File: src/rtl/mac_rx_frame_ctrl.sv
// GMII receive frame sequencer: forwards payload bytes one cycle behind a hold register,
// tags the final beat, classifies frames (good/runt/oversize/errored) and keeps statistics.
module mac_rx_frame_ctrl #(
  parameter int MIN_LEN = 64,
  parameter int MAX_LEN = 1518,
  parameter int LEN_W   = 11,
  parameter int CNT_W   = 16
) (
  input  logic             mac_gmii_rx_clk,
  input  logic             mac_gmii_rx_rstn,
  input  logic [7:0]       mac_gmii_rxd,
  input  logic             mac_gmii_rx_dv,
  input  logic             mac_gmii_rx_er,
  input  logic             preamble_sfd_valid,
  output logic [7:0]       m_axis_tdata,
  output logic             m_axis_tvalid,
  output logic             m_axis_tlast,
  output logic             m_axis_tuser,
  output logic             last_byte_sent,
  output logic             error,
  output logic [LEN_W-1:0] frame_len,
  output logic             frame_len_valid,
  output logic [CNT_W-1:0] stat_good_cnt,
  output logic [CNT_W-1:0] stat_bad_cnt
);

  localparam logic [LEN_W-1:0] MinLen = LEN_W'(MIN_LEN);
  localparam logic [LEN_W-1:0] MaxLen = LEN_W'(MAX_LEN);

  typedef enum logic [1:0] {IDLE, RECV, DROP} state_e;

  state_e           state_q, state_d;
  logic [7:0]       hold_q, hold_d;
  logic [LEN_W-1:0] len_q, len_d;
  logic [7:0]       tdata_q, tdata_d;
  logic             tvalid_q, tvalid_d;
  logic             tlast_q, tlast_d;
  logic             tuser_q, tuser_d;
  logic             lbs_q, lbs_d;
  logic             err_q, err_d;
  logic [LEN_W-1:0] flen_q, flen_d;
  logic             flen_vld_q, flen_vld_d;
  logic [CNT_W-1:0] good_q, good_d;
  logic [CNT_W-1:0] bad_q, bad_d;

  always_comb begin
    state_d    = state_q;
    hold_d     = hold_q;
    len_d      = len_q;
    tdata_d    = tdata_q;
    tvalid_d   = 1'b0;
    tlast_d    = 1'b0;
    tuser_d    = 1'b0;
    lbs_d      = 1'b0;
    err_d      = 1'b0;
    flen_d     = flen_q;
    flen_vld_d = 1'b0;
    good_d     = good_q;
    bad_d      = bad_q;

    unique case (state_q)
      IDLE: begin
        if (preamble_sfd_valid && mac_gmii_rx_dv && !mac_gmii_rx_er) begin
          hold_d  = mac_gmii_rxd;
          len_d   = LEN_W'(1);
          state_d = RECV;
        end
      end
      RECV: begin
        // Every RECV cycle releases the held byte; only its tagging differs.
        tdata_d  = hold_q;
        tvalid_d = 1'b1;
        if (!mac_gmii_rx_dv) begin
          tlast_d    = 1'b1;
          flen_d     = len_q;
          flen_vld_d = 1'b1;
          state_d    = IDLE;
          if (len_q < MinLen) begin
            tuser_d = 1'b1;
            err_d   = 1'b1;
            bad_d   = bad_q + CNT_W'(1);
          end else begin
            lbs_d  = 1'b1;
            good_d = good_q + CNT_W'(1);
          end
        end else if (mac_gmii_rx_er || (len_q == MaxLen)) begin
          // Receive error or one byte too many: the incoming byte is dropped.
          tlast_d    = 1'b1;
          tuser_d    = 1'b1;
          err_d      = 1'b1;
          flen_d     = len_q;
          flen_vld_d = 1'b1;
          bad_d      = bad_q + CNT_W'(1);
          state_d    = DROP;
        end else begin
          hold_d = mac_gmii_rxd;
          len_d  = len_q + LEN_W'(1);
        end
      end
      DROP: begin
        if (!mac_gmii_rx_dv) state_d = IDLE;
      end
      default: state_d = IDLE;
    endcase
  end

  always_ff @(posedge mac_gmii_rx_clk or negedge mac_gmii_rx_rstn) begin
    if (!mac_gmii_rx_rstn) begin
      state_q    <= IDLE;
      hold_q     <= '0;
      len_q      <= '0;
      tdata_q    <= '0;
      tvalid_q   <= 1'b0;
      tlast_q    <= 1'b0;
      tuser_q    <= 1'b0;
      lbs_q      <= 1'b0;
      err_q      <= 1'b0;
      flen_q     <= '0;
      flen_vld_q <= 1'b0;
      good_q     <= '0;
      bad_q      <= '0;
    end else begin
      state_q    <= state_d;
      hold_q     <= hold_d;
      len_q      <= len_d;
      tdata_q    <= tdata_d;
      tvalid_q   <= tvalid_d;
      tlast_q    <= tlast_d;
      tuser_q    <= tuser_d;
      lbs_q      <= lbs_d;
      err_q      <= err_d;
      flen_q     <= flen_d;
      flen_vld_q <= flen_vld_d;
      good_q     <= good_d;
      bad_q      <= bad_d;
    end
  end

  assign m_axis_tdata    = tdata_q;
  assign m_axis_tvalid   = tvalid_q;
  assign m_axis_tlast    = tlast_q;
  assign m_axis_tuser    = tuser_q;
  assign last_byte_sent  = lbs_q;
  assign error           = err_q;
  assign frame_len       = flen_q;
  assign frame_len_valid = flen_vld_q;
  assign stat_good_cnt   = good_q;
  assign stat_bad_cnt    = bad_q;

endmodule
File: config.mk
export PLATFORM = sky130hd
export DESIGN_NAME = mac_rx_frame_ctrl
export DESIGN_NICKNAME = d
export VERILOG_FILES = /design/src/rtl/mac_rx_frame_ctrl.sv
export SDC_FILE = /design/constraint.sdc
export NUM_CORES = 1
export LEC_CHECK = 0
export ABC_AREA = 1
export ABC_CLOCK_PERIOD_IN_PS = 1900
export CORE_MARGIN = 2
export CORE_UTILIZATION = 38
export DETAILED_ROUTE_END_ITERATION = 12
export GPL_TIMING_DRIVEN = 0
export SYNTH_ARGS = -nofsm -noshare
export SYNTH_HDL_FRONTEND = slang
export SYNTH_SLANG_ARGS = --single-unit
File: constraint.sdc
create_clock -name mac_gmii_rx_clk -period 1.9 [get_ports mac_gmii_rx_clk]
set_clock_uncertainty 0.05 [all_clocks]
set_input_delay 0.475 -clock mac_gmii_rx_clk [delete_from_list [all_inputs] [get_ports mac_gmii_rx_clk]]
set_output_delay 0.475 -clock mac_gmii_rx_clk [all_outputs]
set_load 0.01 [all_outputs]
==> results.md, run 1 <==
- Clk slew on worst S/H paths: 80 ps
- Synth warn: 0
- Antenna violations before repair: 0
- Core ar.: 9774 um2
- Max-slew headroom: between 60 and 70%
- Avg Cell Area, Syn: 8.079 um2
- Hold Crit Depth: 2
- Distinct cells, synth: 24
- Cell family contributing the most delay on the critical path: buffers and inverters
- Synth-to-Final Area Change: 31.70%
- DIE WIDTH: 104.3 um
- Via-to-Cell Ratio: 4.587
- Yosys top cell by area: dfrtp_1
- Final hold violations: 0
- Register area share after synthesis: 49.77%
- CTS tree: yes
- Sum Neg Setup Slack: 0 ps
- Die footprint: 10870 um2
- Remaining Overflow, GRT: 0
- Layout Nets: 583
- PwrDens: around 840 nW/um2
- Post-route ant nets: 0
- Period Utilization, post-route: a little over nine tenths
- Num rows: 36
- Worst ir drop on vdd: 485.6 uV
- Max Buffers Root-to-Sink: 2
- Yosys reg bits: 76
- Initial core utilization: around 39%
- Cell count along the critical path: 1
- Hold_ws: around 440 ps
- Leak Pwr: about 2.3 nW
- Cells on worst reg2reg path: 10
- Num Clock Sinks: 76
- CP max stage cell: clkdlybuf4s50_1
- Max-cap violation count: 0
- Critical path startpoint category: flop
- Avg WL per Cell: 12.13 um
- CP arrival: between 1000 and 1500 ps
- Async S/R FF share, synth: 100.0%
- Count leader, synth: nand2_1
- Clk root buf: clkbuf_8
- Worst-Margin Slew: 532.7 ps
- H-Tree Depth: 3
- I/O pins: 70
- First-pass GRT wire length: roughly 15000 um
- Share of cells above drive strength 1: about an eighth
- CP Buf/Inv Count: 1
- Largest net degree at the start of global routing: 51
- TritonCTS Buffers: 9
- Fin. max-slew vios: 0
- Synth top area share: between 40% and 50%
- Post-synth EDFFs: 0
- Post-synth top cells: nand2_1 (175), dfrtp_1 (76), inv_1 (46), nor2_1 (41)
- Insertion delay to the later sink of the worst-skew pair: ~350 ps
- Status: completed
- Class of the worst hold path: flop to flop
- DP HPWL: 6001 um
- CP Capture Type: primary output
- Peak Freq: around 540 MHz
- Routed vias: 3229
- Die Y: 104.3 um
- Crit path cell chain: clkdlybuf4s50_1
- RePlAce Congestion: between 0.8 and 0.9
- Slowest stage delay, CP: approximately 550 ps
- Most common flop cell mapped by yosys: dfrtp_1
- All-layer global routing usage: 16.59%
- Worst Path Required: between 1000 and 1500 ps
- Initial drt markers: between 90 and 100
- Ant diodes: 0
- Final min period: 1850 ps
- DRC viols: 0
- Drt first pass iters: 5
- Worst-path fanout max: 5
- WL final: roughly 8500 um
- Post-synthesis cell area: 3821 um2
- Post-Syn Nets: around 500
- Tot Pwr: 4.234 mW
- Vias in the first global route: between 3000 and 4000
- Critical path class: flop to primary output
- RSZ-0062 raised after global routing: false
- Syn Inst Count: roughly 470
- Final setup fails: 0
- IO Port Bufs: between 60 and 70
- Synth top area cells: dfrtp_1 (50%), nand2_1 (17%), inv_1 (4.5%)
path summary, 6_finish.rpt:
check                                       from  slack [ps]          endpoint
worst max register to register          len_q[0]         160          len_q[5]
max in group asynchronous       mac_gmii_rx_rstn         660   stat_bad_cnt[2]
worst min-delay path             m_axis_tdata[1]         440   m_axis_tdata[1]
min in group asynchronous       mac_gmii_rx_rstn         550  stat_good_cnt[6]
worst max-delay path             stat_bad_cnt[9]          50   stat_bad_cnt[9]
worst min register to register   m_axis_tdata[1]         440   m_axis_tdata[1]
repair_timing:
action | CTS | global route
pin swaps | 0 | 0
setup endpoints to repair | 10 | 15
resized for setup | 2 | 7
hold endpoints to repair | 26 | 0
setup buffers | 8 | 3
hold buffers | 1 | 0
layout by cell type, fill, tap and decap left out, drive strengths merged:
| master | instances |
|---|---|
| nor3 | 6 |
| nor2 | 46 |
| ha | 4 |
| buf | 24 |
| nand4 | 7 |
| clkbuf | 13 |
| a21oi | 1 |
| xor2 | 12 |
| inv | 46 |
| nand2 | 180 |
| clkdlybuf4s50 | 67 |
| xnor2 | 12 |
| o21ai | 41 |
| nand3 | 29 |
| dfrtp | 76 |
| dlygate4sd3 | 1 |
| bufinv | 2 |
| dlymetal6s2s | 1 |
| clkinv | 3 |
report_power, final:
part           leakage (nW)  internal (mW)  switching, mW  total (mW)
clock network         0.113          0.770          0.604        1.37
registers             0.997           1.82          0.148        1.97
logic                  1.23          0.456          0.433       0.889
cell type report:
cell class                 count  area, um2
multi-input combinational    338       1665
sequential                    76       1909
inverter                      46      172.7
clock buffer                  11      141.4
fill                         965       4742
clock inverter                 5      75.07
tap                          133      166.4
timing repair buffer          82      810.8
buffer                        13      91.34
cells by family (layout without fill, tap and decap cells):
family / after synthesis / count (layout) / synth area share (%)
XOR/XNOR: 24 / 24 / 5.501
flip-flops: 76 / 76 / 49.77
AND/OR/NAND/NOR: 268 / 268 / 29.83
adder cells (fa/ha/maj): 4 / 4 / 1.310
AO/OA/AOI/OAI: 42 / 42 / 6.680
buffers and inverters: 59 / 157 / 6.909
metal layers:
metal	GRT usage, %	up-vias	share of wire, %
li1	-	1656	-
met1	21.07	1482	46
met2	27.03	77	47
met3	4.073	14	5.2
met4	6.853	0	1.9
met5	0	-	0
flip-flops by register name (all words and copies together), names as in the netlist:
signal           flops
error                1
stat_good_cnt       16
frame_len_valid      1
stat_bad_cnt        16
frame_len           11
last_byte_sent       1
hold_q               8
state_q              2
m_axis_tvalid        1
len_q               11
m_axis_tdata         8
through the flow:
stage / cells / util (%) / cell area, um2 / setup WS (ps)
4_1_cts: 701 / 51.08 / 4992 / 2.040
3_3_place_gp: 675 / 47.86 / 4678 / -2462
6_report: 704 / 51.48 / 5032 / 50.29
2_1_floorplan: 473 / - / 3821 / 380.7
3_5_place_dp: 676 / 48.12 / 4703 / -270.5
5_1_grt: 704 / 51.48 / 5032 / 0.9728
No activity file was read; power rests on OpenSTA's default activity.
==> inputs of run 2 (changes only) <==
--- a/config.mk
+++ b/config.mk
@@ -11,6 +11,7 @@
 export CORE_UTILIZATION = 38
 export DETAILED_ROUTE_END_ITERATION = 12
 export GPL_TIMING_DRIVEN = 0
+export PLACE_DENSITY_LB_ADDON = 0.08
 export SYNTH_ARGS = -nofsm -noshare
 export SYNTH_HDL_FRONTEND = slang
 export SYNTH_SLANG_ARGS = --single-unit
==> results.md, run 2 (synthesized netlist as in run 1, its figures left out) <==
- Status: completed
- Routed vias: 3283 (+1.7%)
- Post-route ant nets: 0 (unchanged)
- RSZ-0062 raised after global routing: false
- Final hold violations: 0 (unchanged)
- Critical path class: flop to primary output
- Cells on worst reg2reg path: 10 (unchanged)
- Antenna violations before repair: 0 (unchanged)
- Synth-to-Final Area Change: 32.65%
- Drt first pass iters: 4 (-1)
- Post-route cell area: 5069 um2 (+0.72%)
- Worst Path Required: 1370 ps (about the same)
- Hold_ws: 8.967 ps (-433.0 ps)
- Final min period: 1856 ps (+6.121 ps)
- Ant diodes: 0 (unchanged)
- Via-to-Cell Ratio: 4.630 (+0.96%)
- Clk slew on worst S/H paths: 90 ps (about the same)
- Fin. max-slew vios: 0 (unchanged)
- RePlAce Congestion: 0.8551 (+5.9%)
- Largest net degree at the start of global routing: 44 (-14%)
- Initial core utilization: 39.09% (unchanged)
- Worst ir drop on vdd: 427.5 uV (-12%)
- All-layer global routing usage: 16.80% (+0.21 points)
- Core ar.: 9774 um2 (unchanged)
- Die footprint: 10870 um2 (unchanged)
- Num Clock Sinks: 76 (unchanged)
- Commonest cells after routing, fill and taps aside: nand2_1 (175), dfrtp_1 (68), clkdlybuf4s50_1 (63), inv_1 (46), nor2_1 (41)
- Worst-path fanout max: 4 (-1)
- Reg-to-Reg End: len_q[3]
- R2r setup slk: 200 ps (+40 ps)
- PwrDens: 822.9 nW/um2 (-2.2%)
- Avg WL per Cell: 12.22 um (+0.75%)
- Max-slew headroom: 65.49% (+1.0 points)
- Period Utilization, post-route: 97.68% (+0.32 points)
- DRC viols: 0 (unchanged)
- Class of the worst hold path: input port to asynchronous set/reset pin
- Leak Pwr: 2.413 nW (+3.1%)
- Critical path startpoint category: flop
- TritonCTS Buffers: 9 (unchanged)
- Vias in the first global route: 3133 (+0.45%)
- WL final: 8661 um (+1.5%)
- GR Util met3: 4.261% (+0.19 points)
- CP Buf/Inv Count: 1 (unchanged)
- I/O pins: 70 (unchanged)
- Met1 usage: 23.22% (+2.1 points)
- Remaining Overflow, GRT: 0 (unchanged)
- Clk root buf: clkbuf_8
- Final setup fails: 0 (unchanged)
- Most Crowded Layer GR: met2
- Insertion delay to the later sink of the worst-skew pair: 360 ps (about the same)
- Cell family contributing the most delay on the critical path: buffers and inverters
- Share of cells above drive strength 1: 13.89% (+1.6 points)
- First-pass GRT wire length: 14860 um (+1.4%)
- Reg2reg start: len_q[0]
- Slowest stage delay, CP: 560 ps (about the same)
- Crit path cell chain: clkdlybuf4s50_1
- DP HPWL: 6086 um (+1.4%)
- CTS tree: yes
- Die Y: 104.3 um (unchanged)
- Max Buffers Root-to-Sink: 2 (unchanged)
- Placed inst area: 4703 um2 (unchanged)
- CP arrival: 1330 ps (about the same)
- Worst-Margin Slew: 517.7 ps (-15.05 ps)
- Peak Freq: 538.8 MHz (-0.33%)
- H-Tree Depth: 3 (unchanged)
- Commonest non-fill, non-tap cell in the layout: nand2_1
- DIE WIDTH: 104.3 um (unchanged)
- GR Util met2: 25.58% (-1.4 points)
- CP Capture Type: primary output
- Initial drt markers: 120 (+24%)
- IO Port Bufs: 69 (unchanged)
- Tot Pwr: 4.171 mW (-1.5%)
- CP max stage cell: clkdlybuf4s50_1
- Num rows: 36 (unchanged)
- Layout Nets: 588 (+0.86%)
- Max-cap violation count: 0 (unchanged)
==> run 2: cell types whose count changed in the layout (fill, tap and decap cells not counted), moves of 2 or more <==
cell             change
dlymetal6s2s_1       +3
dfrtp_2              +2
clkinv_2             -3
buf_4                +6
inv_6                +4
clkdlybuf4s50_1      -4
clkinvlp_4           +2
dfrtp_1              -2
==> run 2: report_power, final <==
part	switching, mW	total [mW]	internal, mW
Sequential	0.141	1.96	1.82
Clock	0.685	1.31	0.626
Combinational	0.434	0.896	0.462
==> run 2: worst max path at each step <==
| stage | end | depth (start not counted) | startpoint |
|---|---|---|---|
| after floorplan | len_q[2] | 10 | len_q[0] |
| after global placement | m_axis_tdata[2] | 1 | mac_gmii_rx_rstn |
| after detailed placement | len_q[0] | 8 | mac_gmii_rx_dv |
| after CTS | stat_bad_cnt[10] | 1 | stat_bad_cnt[10] |
| after global routing | stat_good_cnt[1] | 1 | stat_good_cnt[1] |
| final | stat_good_cnt[7] | 1 | stat_good_cnt[7] |
==> run 2: final cells by class <==
class	instances	area (um2)
Inverter	46	172.7
Clock inverter	7	80.08
Buffer	13	91.34
Timing Repair Buffer	87	852.1
Fill cell	981	4706
Sequential cell	76	1912
Multi-Input combinational cell	338	1670
Tap cell	133	166.4
Clock buffer	9	123.9
==> run 2: routing by layer <==
layer  part of all wire [%]  vias to the layer above
li1                       -                     1672
met3                    4.5                       12
met4                    1.5                        0
met1                     49                     1521
met5                      0                        -
met2                     45                       78
==> run 2: worst register-to-register path: cells and delay by family (launching register included) <==
kind / cells / cell delay, ps
AND/OR/NAND/NOR: 5 / 520
buffers and inverters: 3 / 420
flip-flops: 1 / 400
adder cells (fa/ha/maj): 1 / 160
AO/OA/AOI/OAI: 1 / 50
==> run 2: metrics by stage <==
stage                     worst slack [ps]  util [%]  TNS [ps]  cells
after detailed placement            -286.8     48.12     -4572    676
after global placement               -2499     47.86   -194120    675
after CTS                            1.166     50.78         0    699
after floorplan                      380.7         -         0    473
after global routing                0.3010     51.86         0    709
final                                44.17     51.86         0    709
==> run 2: what timing repair did <==
action	CTS	global route
gates resized for setup	5	11
hold buffers	0	0
buffers inserted	7	10
setup endpoints to repair	12	22
